--- src/rtl/arm_defs.sv ---
// Shared definitions for the ARM immediate encoder: FSM state encoding
// and the field widths of the shifter-operand immediate form.
package arm_defs;

    typedef enum logic {
        ENC_IDLE   = 1'b0,
        ENC_SEARCH = 1'b1
    } enc_state_t;

    localparam int IMM8_W = 8;
    localparam int ROT_W  = 4;

    localparam logic [ROT_W-1:0] MAX_ROT = 4'd15;

endpackage

--- src/rtl/imm_encoder_if.sv ---
// Request/result bundle for the immediate encoder. The master side issues
// start/value and observes the search status and result.
interface imm_encoder_if #(
    parameter int DATA_W = 32,
    parameter int OPR_W  = 12
);
    logic              start;
    logic [DATA_W-1:0] value;
    logic              busy;
    logic              done;
    logic              valid;
    logic [OPR_W-1:0]  shift_operand;

    modport master (
        output start, value,
        input  busy, done, valid, shift_operand
    );

    modport slave (
        input  start, value,
        output busy, done, valid, shift_operand
    );
endinterface

--- src/rtl/imm_encoder_rol_even.sv ---
// Combinational rotate-left by an even amount (2*rot), the inverse direction
// of the Val2 rotate-right used when decoding an immediate.
module rol_even
    import arm_defs::*;
#(
    parameter int DATA_W = 32
) (
    input  logic [DATA_W-1:0] in,
    input  logic [ROT_W-1:0]  rot,
    output logic [DATA_W-1:0] out
);
    logic [ROT_W:0]      amt;
    logic [2*DATA_W-1:0] dbl;

    // Doubling the word turns the rotate into a plain shift; amount 0..30.
    always_comb begin
        amt = {rot, 1'b0};
        dbl = {in, in} << amt;
        out = dbl[2*DATA_W-1:DATA_W];
    end
endmodule

--- src/rtl/imm_encoder.sv ---
// Iterative ARM data-processing immediate encoder. Tries one even rotation
// per cycle, starting at zero so the first hit is the canonical encoding,
// and reports "not encodable" after all sixteen rotations miss.
module imm_encoder
    import arm_defs::*;
#(
    parameter int DATA_W = 32,
    parameter int OPR_W  = 12
) (
    input  logic         clk,
    input  logic         rst_n,
    imm_encoder_if.slave bus
);
    enc_state_t        state;
    logic [DATA_W-1:0] val_q;
    logic [ROT_W-1:0]  rot;
    logic [DATA_W-1:0] cand;
    logic              hit;
    logic              busy_q;
    logic              done_q;
    logic              valid_q;
    logic [OPR_W-1:0]  opr_q;

    rol_even #(.DATA_W(DATA_W)) u_rol (
        .in  (val_q),
        .rot (rot),
        .out (cand)
    );

    // A rotation fits when everything above the low byte is zero.
    always_comb begin
        hit = (cand[DATA_W-1:IMM8_W] == '0);
    end

    // Search FSM; done is a one-cycle pulse, result fields move only with it.
    always_ff @(posedge clk or negedge rst_n) begin
        if (!rst_n) begin
            state   <= ENC_IDLE;
            val_q   <= '0;
            rot     <= '0;
            busy_q  <= 1'b0;
            done_q  <= 1'b0;
            valid_q <= 1'b0;
            opr_q   <= '0;
        end else begin
            done_q <= 1'b0;
            case (state)
                ENC_IDLE: begin
                    if (bus.start) begin
                        val_q  <= bus.value;
                        rot    <= '0;
                        busy_q <= 1'b1;
                        state  <= ENC_SEARCH;
                    end
                end
                ENC_SEARCH: begin
                    if (hit) begin
                        opr_q   <= {rot, cand[IMM8_W-1:0]};
                        valid_q <= 1'b1;
                        done_q  <= 1'b1;
                        busy_q  <= 1'b0;
                        state   <= ENC_IDLE;
                    end else if (rot == MAX_ROT) begin
                        opr_q   <= '0;
                        valid_q <= 1'b0;
                        done_q  <= 1'b1;
                        busy_q  <= 1'b0;
                        state   <= ENC_IDLE;
                    end else begin
                        rot <= rot + 1'b1;
                    end
                end
                default: state <= ENC_IDLE;
            endcase
        end
    end

    assign bus.busy          = busy_q;
    assign bus.done          = done_q;
    assign bus.valid         = valid_q;
    assign bus.shift_operand = opr_q;
endmodule

--- src/flat_wrapper.sv ---
// flat-port wrapper written by rule: the top's interface ports become plain ports
module imm_encoder_flat import arm_defs::*;
#(
    parameter int DATA_W = 32,
    parameter int OPR_W  = 12
)
  (clk, rst_n, bus_start, bus_value, bus_busy, bus_done, bus_valid, bus_shift_operand);
  imm_encoder_if #(.DATA_W(DATA_W), .OPR_W(OPR_W)) bus_i ();
  input  logic clk;
  input  logic rst_n;
  input wire logic [$bits(bus_i.start)-1:0] bus_start;
  input wire logic [$bits(bus_i.value)-1:0] bus_value;
  output wire logic [$bits(bus_i.busy)-1:0] bus_busy;
  output wire logic [$bits(bus_i.done)-1:0] bus_done;
  output wire logic [$bits(bus_i.valid)-1:0] bus_valid;
  output wire logic [$bits(bus_i.shift_operand)-1:0] bus_shift_operand;
  assign bus_i.start = bus_start;
  assign bus_i.value = bus_value;
  assign bus_busy = bus_i.busy;
  assign bus_done = bus_i.done;
  assign bus_valid = bus_i.valid;
  assign bus_shift_operand = bus_i.shift_operand;
  imm_encoder #(.DATA_W(DATA_W), .OPR_W(OPR_W)) u_core (.clk(clk), .rst_n(rst_n), .bus(bus_i));
endmodule
--- config.mk ---
export PLATFORM = sky130hd
export DESIGN_NAME = imm_encoder_flat
export DESIGN_NICKNAME = d
export VERILOG_FILES = /design/src/rtl/arm_defs.sv /design/src/rtl/imm_encoder_if.sv /design/src/rtl/imm_encoder_rol_even.sv /design/src/rtl/imm_encoder.sv /design/src/flat_wrapper.sv
export SDC_FILE = /design/constraint.sdc
export NUM_CORES = 1
export LEC_CHECK = 0
export ABC_AREA = 1
export BUFFER_PORTS_ARGS = -buffer_cell sky130_fd_sc_hd__buf_4
export CAP_MARGIN = 25
export CORE_ASPECT_RATIO = 1.2
export CORE_MARGIN = 3
export CORE_UTILIZATION = 23
export DETAILED_ROUTE_END_ITERATION = 7
export GPL_ROUTABILITY_DRIVEN = 1
export GPL_TIMING_DRIVEN = 0
export HOLD_SLACK_MARGIN = 0.03
export PLACE_DENSITY_LB_ADDON = 0.3
export REMOVE_ABC_BUFFERS = 1
export SKIP_CTS_REPAIR_TIMING = 1
export SLEW_MARGIN = 20
export SYNTH_ARGS = -nofsm -noshare
export SYNTH_HDL_FRONTEND = slang
export SYNTH_HIERARCHICAL = 1
export SYNTH_SLANG_ARGS = --single-unit
--- constraint.sdc ---
create_clock -name clk -period 2.88 [get_ports clk]
set_clock_uncertainty 0.15 [all_clocks]
set_input_delay 0.576 -clock clk [delete_from_list [all_inputs] [get_ports clk]]
set_output_delay 0.576 -clock clk [all_outputs]
set_load 0.02 [all_outputs]
# [Word level (Yosys, flattened, before mapping)]
# Cells that the tools add are included.
[word_totals] regBits=52 latch_bits=0 ramBits=0 romBits=0 elab_cells=39 mem_count=0
[classes] n_addsub=1 n_mul=0 div_mod_pow=0 magnitude_cmp=0 n_eq_ne=5 n_shift=1 mux=18 bitwise_logic=1 n_reduce_logical=6
[op_table] cell="$shl A64 B5 Y64" count=1
[op_table] cell="$logic_not A24 Y1" count=1
[op_table] cell="$mux W12" count=2
[op_table] cell="$mux W4" count=3
[op_table] cell="$mux W1" count=10
[op_table] cell="$pmux W4 S2" count=1
[op_table] cell="$ne A2 B2 Y1 const B" count=3
[op_table] cell="$reduce_and A2 Y1" count=3
[op_table] cell="$add A4 B1 Y4 const B" count=1
[op_table] cell="$eq A4 B4 Y1 const B" count=1
[op_table] cell="$pmux W1 S2" count=2
[op_table] cell="$ne A3 B3 Y1 const B" count=1
[op_table] cell="$reduce_and A3 Y1" count=1
[op_table] cell="$reduce_bool A2 Y1" count=1
[op_table] cell="$not A1 Y1" count=1

# [Longest topological paths before layout]
[logic_depth] word_depth=4 depth_mapped=18 ltp_nobuf=15

# [By module]
# Netlist, hierarchy kept.
[by_module_without_submodules] mod="imm_encoder" n_inst=1 cells_per_inst=194 area_each_um2=2237.1 seq_area_each_um2=1301.2
[by_module_without_submodules] mod="rol_even" n_inst=1 cells_per_inst=352 area_each_um2=1860.5 seq_area_each_um2=0.0

# [Worst setup path before layout]
# No wires, ideal clock.
[synth_path] kind="register to register" startpoint="reg u_core.rot[0]" endpoint="reg u_core.opr_q[10] (netlist: u_core/bus.shift_operand[10])" setup_time_ps=118 arrival_ps=1848 required_ps=2612 slack_ps=765 stages_incl_launch_ff=18 n_path_buf=3 period_less_slack_ps=2115 cell_sequence="dfrtp_1 buf_6 inv_8 buf_12 nand2_2 nand3_2 nand3_1 nand2_1 nand2_1 nand2_1 nor2_1 nand2_1 nor2_2 and2_4 nand2_4 buf_6 nand3_1 nand2_1"
[synth_via] elab_chain_cells=4 elab_cells_between_ends=6
[synth_lines] item="start, declared" line_no="imm_encoder.sv:16" rtl="logic [ROT_W-1:0] rot;"
[synth_lines] item="start signal, assigned" line_no="imm_encoder.sv:70" rtl="rot <= rot + 1'b1;"
[synth_lines] item="$shl A64 B5 Y64 *" line_no="imm_encoder_rol_even.sv:18" rtl="dbl = {in, in} << amt;"
[synth_lines] item="net u_core.cand[31]" line_no="imm_encoder.sv:17" rtl="logic [DATA_W-1:0] cand;"
[synth_lines] item="$logic_not A24 Y1 *" line_no="imm_encoder.sv:32" rtl="hit = (cand[DATA_W-1:IMM8_W] == '0);"
[synth_lines] item="$reduce_bool A2 Y1 (no line)"
[synth_lines] item="$reduce_and A2 Y1 (no line)"
[synth_lines] item="end signal, assigned" line_no="imm_encoder.sv:58" rtl="opr_q <= {rot, cand[IMM8_W-1:0]};"
[synth_lines] item="end, declared" line_no="imm_encoder.sv:22" rtl="logic [OPR_W-1:0] opr_q;"
# Mark *: on every way through the listed nets, which the timed path passes. The rest lies on a longest branch.
# A chain may end at the register's enable or synchronous reset.

# [Worst setup path in the final report]
[layout_path] startpoint="reg u_core.rot[1]" endpoint="reg u_core.opr_q[11] (netlist: u_core/bus.shift_operand[11])"
# The elaborated chain is that of the path after synthesis.

==> impl_metrics.ini <==
[clocking]
number_of_cts_inserted_buffers = 5
cts_buffer_depth = 2
worst_setup_hold_path_clk_slew_ns = 0.07
cts_root_buffer = sky130_fd_sc_hd__clkbuf_16
clock_sink_count = 52
cts_htree_levels = 2
cts_tree = done
worstSkewPairLatency_ns = 0.29

[critical_path]
crit_path_end_kind = register
path_common_cell = sky130_fd_sc_hd__nand2_1
crit_slowest_cell = sky130_fd_sc_hd__dfrtp_4
crit_path_category = register to register
slowest_stage_delay_on_critical_path_ns = 0.61
crit_required_ns = 2.96
critical_path.reg2reg.startpoint = u_core/rot[1]$_DFFE_PN0P_
worst_r2r_path_depth = 14
cp_cell_sequence = buf_16 > inv_8 > nand3_1 > nand3_1 > nand2_1 > nand2_1 > nand2_1 > nor2_2 > nand2_1 > nor2_1 > nand3_2 > nor2_4 > nand2_1 > nand2_1
critical_path_peak_fanout = 32
critical_path_arrival_ns = 2.70
ff2ff_setup_slack_ns = 0.26
crit-reg2reg-capture = u_core/bus.shift_operand[11]$_DFFE_PN0P_
worstSetupStartpointType = register

[place]
gpl.final_weighted_congestion = 0.776
buffer_ports.inserted = 49
placement.cell_area_um2 = 4420
dp_slack_ns = -0.376
numPlacedInstances = 777
detail_placement_hpwl_um = 7450

[worst_hold_path]
worst_hold_path_type = input port to async pin

[run_status]
run_status = finished, final reports clean

[run]
cap_viol_max_count = 0

[global_routing]
grt_usage_pct = 10.6
first_global_vias = 3386
globalRoute.totalOverflow = 0
grt_first_pass_wirelength_um = 17000
initial_antenna_violation_count = 0
grt_max_degree = 53

[synth]
synth.yosys.warnings = 6
yosys.cell_count.top_type = sky130_fd_sc_hd__nand2_1
synth_top_cells_by_count = sky130_fd_sc_hd__nand2_1 (207), sky130_fd_sc_hd__nand3_1 (126), sky130_fd_sc_hd__dfrtp_1 (52)
synth_cell_types = 28
syn-instance-count = 546
postSynth.topFlopCell = sky130_fd_sc_hd__dfrtp_1
synthDominantCellAreaShare_pct = 31.8
number_of_synthesized_flops_with_an_enable_pin = 0
yosysSeqAreaShare_pct = 31.8
synth.ff_latch_count = 52
syn_area_per_cell_um2 = 7.50
synth-async-reset-ratio_pct = 100
yosys.area.top_type = sky130_fd_sc_hd__dfrtp_1
netlist_top_cells_area = sky130_fd_sc_hd__dfrtp_1 (32%), sky130_fd_sc_hd__nand2_1 (19%), sky130_fd_sc_hd__nand3_1 (15%)
synthesis.area_um2 = 4100

[timing]
setup_viol = 0
report.final.slew_viol_count = 0
rsz0062_at_grt = false
maxSlewHeadroom_pct = 55.1
maxClockFrequency_mhz = 382
final_hold_viol_count = 0
post-route-min-period_ns = 2.62
post_route_worst_hold_slack_ns = 0.177
final_min_period_over_clock_period_pct = 90.9
worst-slew-pin-transition_ns = 0.673
setup_slack_ns = 0.262

[floorplan]
die-width_um = 128
design.die.area_um2 = 19500
dieHeight_um = 152
core_area_um2 = 17200
rows = 52
initial_utilization_pct = 23.9
ios = 50

[pwr]
clock_power_share_pct = 10.0
sequentialPowerShare_pct = 26.5
internal-power_w = 0.00276
switching_share_pct = 52.1
powerDensity_nw_per_um2 = 1240
leakagePower_nw = 2.33
netSwitchingPower_w = 0.00299
worst_ir_drop_vdd_v = 0.000334
power.share.combinational_pct = 63.5

[layout]
area_growth_syn_to_layout_pct = 13.3
num-nets-final = 611
fraction_of_layout_cells_with_a_size_suffix_above_1_pct = 29.0
num-fill-cells = 1961
antenna_cells = 0
stdcell_count = 791
final_cell_area_um2 = 4640

[detailed_routing]
route.vias.total = 3632
wire_per_inst_um = 13.5
first_iter_violations = 232
vias_cell = 4.59
ant_nets = 0
remaining_drc_errors = 0
number_of_detailed_routing_iterations_run_before_antenna_repair = 5
postRouteWirelength_um = 10700
[critical path, delay by kind of cell (launching register included)]
family | cells | cell delay, ns
flip-flops | 1 | 0.61
buffers and inverters | 2 | 0.40
AND/OR/NAND/NOR | 12 | 1.39
[placed cells by master (no fill, tap or decap)]
master	count
sky130_fd_sc_hd__clkbuf_1	1
sky130_fd_sc_hd__nor3_1	1
sky130_fd_sc_hd__nand3_1	126
sky130_fd_sc_hd__dfrtp_1	48
sky130_fd_sc_hd__and2_4	1
sky130_fd_sc_hd__inv_4	1
sky130_fd_sc_hd__mux2_2	29
sky130_fd_sc_hd__ha_1	1
sky130_fd_sc_hd__nor2_1	17
sky130_fd_sc_hd__clkinvlp_4	4
sky130_fd_sc_hd__nand3_2	25
sky130_fd_sc_hd__buf_8	1
sky130_fd_sc_hd__buf_4	52
sky130_fd_sc_hd__clkbuf_16	5
sky130_fd_sc_hd__xor2_1	1
sky130_fd_sc_hd__dfrtp_4	4
sky130_fd_sc_hd__nand2_1	207
sky130_fd_sc_hd__nor2_4	2
sky130_fd_sc_hd__inv_8	2
sky130_fd_sc_hd__nand2_4	5
sky130_fd_sc_hd__nor3_2	1
sky130_fd_sc_hd__inv_1	5
sky130_fd_sc_hd__clkinv_2	1
sky130_fd_sc_hd__nor2_2	3
sky130_fd_sc_hd__nand4_1	1
sky130_fd_sc_hd__buf_16	1
sky130_fd_sc_hd__nand2_2	27
sky130_fd_sc_hd__mux2_4	3
[layout make-up]
| type | instances | area, µm² | area share (%) |
|---|---|---|---|
| sequential | 52 | 1320 | 28.4 |
| clock buffer | 6 | 129 | 2.78 |
| timing repair buffer | 54 | 433 | 9.33 |
| inverter | 10 | 62.6 | 1.35 |
| tap | 216 | 270 | 5.82 |
| clock inverter | 1 | 5.00 | 0.108 |
| multi-input combinational | 450 | 2410 | 51.9 |
| timing repair inverter | 2 | 15.0 | 0.323 |
[worst max-delay path by stage]
stage / slack (ns) / endpoint / depth (start not counted) / start
final: 0.26 / u_core/bus.shift_operand[11]$_DFFE_PN0P_ / 14 / u_core/rot[1]$_DFFE_PN0P_
after global routing: 0.02 / u_core/bus.shift_operand[11]$_DFFE_PN0P_ / 14 / u_core/rot[1]$_DFFE_PN0P_
after CTS: -0.41 / u_core/bus.shift_operand[11]$_DFFE_PN0P_ / 10 / u_core/rot[3]$_DFFE_PN0P_
after detailed placement: -0.38 / u_core/bus.shift_operand[11]$_DFFE_PN0P_ / 10 / u_core/rot[3]$_DFFE_PN0P_
after global placement: -0.83 / u_core/rot[0]$_DFFE_PN0P_ / 13 / u_core/rot[1]$_DFFE_PN0P_
after floorplan: 0.11 / u_core/rot[1]$_DFFE_PN0P_ / 13 / u_core/rot[1]$_DFFE_PN0P_
[power by group through the flow]
stage / sequential, W / clock [W] / combinational (W)
5_1_grt: 0.00159 / 0.000630 / 0.00417
2_1_floorplan: 0.00145 / 0 / 0.00268
3_5_place_dp: 0.00155 / 0 / 0.00352
6_report: 0.00152 / 0.000578 / 0.00365
4_1_cts: 0.00153 / 0.000612 / 0.00353
3_3_place_gp: 0.00158 / 0 / 0.00342
[cells by family (layout without fill, tap and decap cells)]
kind of cell	Yosys count	in the layout	synth area share, %
flops	52	52	31.8
xor+xnor	1	1	0.214
buf+inv	45	73	9.68
simple gates	415	416	49.0
mux	32	32	9.07
fa+ha+maj	1	1	0.305
[sequential cells by signal, indices dropped and copies added, names as in the netlist]
register / count
u_core/val_q: 32
u_core/bus.shift_operand: 12
u_core/rot: 4
u_core/bus.busy: 1
u_core/bus.done: 1
u_core/bus.valid: 1
u_core/state: 1
[metal layers]
metal  track usage (%)  up-vias  part of all wire, %
li1                  -     1857                    -
met1              14.6     1693                   47
met2              17.1       75                   48
met3              1.79        7                  3.8
met4              2.68        0                  1.2
met5                 0        -                    0
[through the flow]
stage	power, W	utilization, %	TNS (ns)
final	0.00575	27.0	0
after global routing	0.00639	27.0	0
after CTS	0.00568	26.5	-6.74
after detailed placement	0.00506	25.7	-6.07
after global placement	0.00500	25.5	-15.78
after floorplan	0.00412	-	0
No activity file was read; power rests on OpenSTA's default activity.
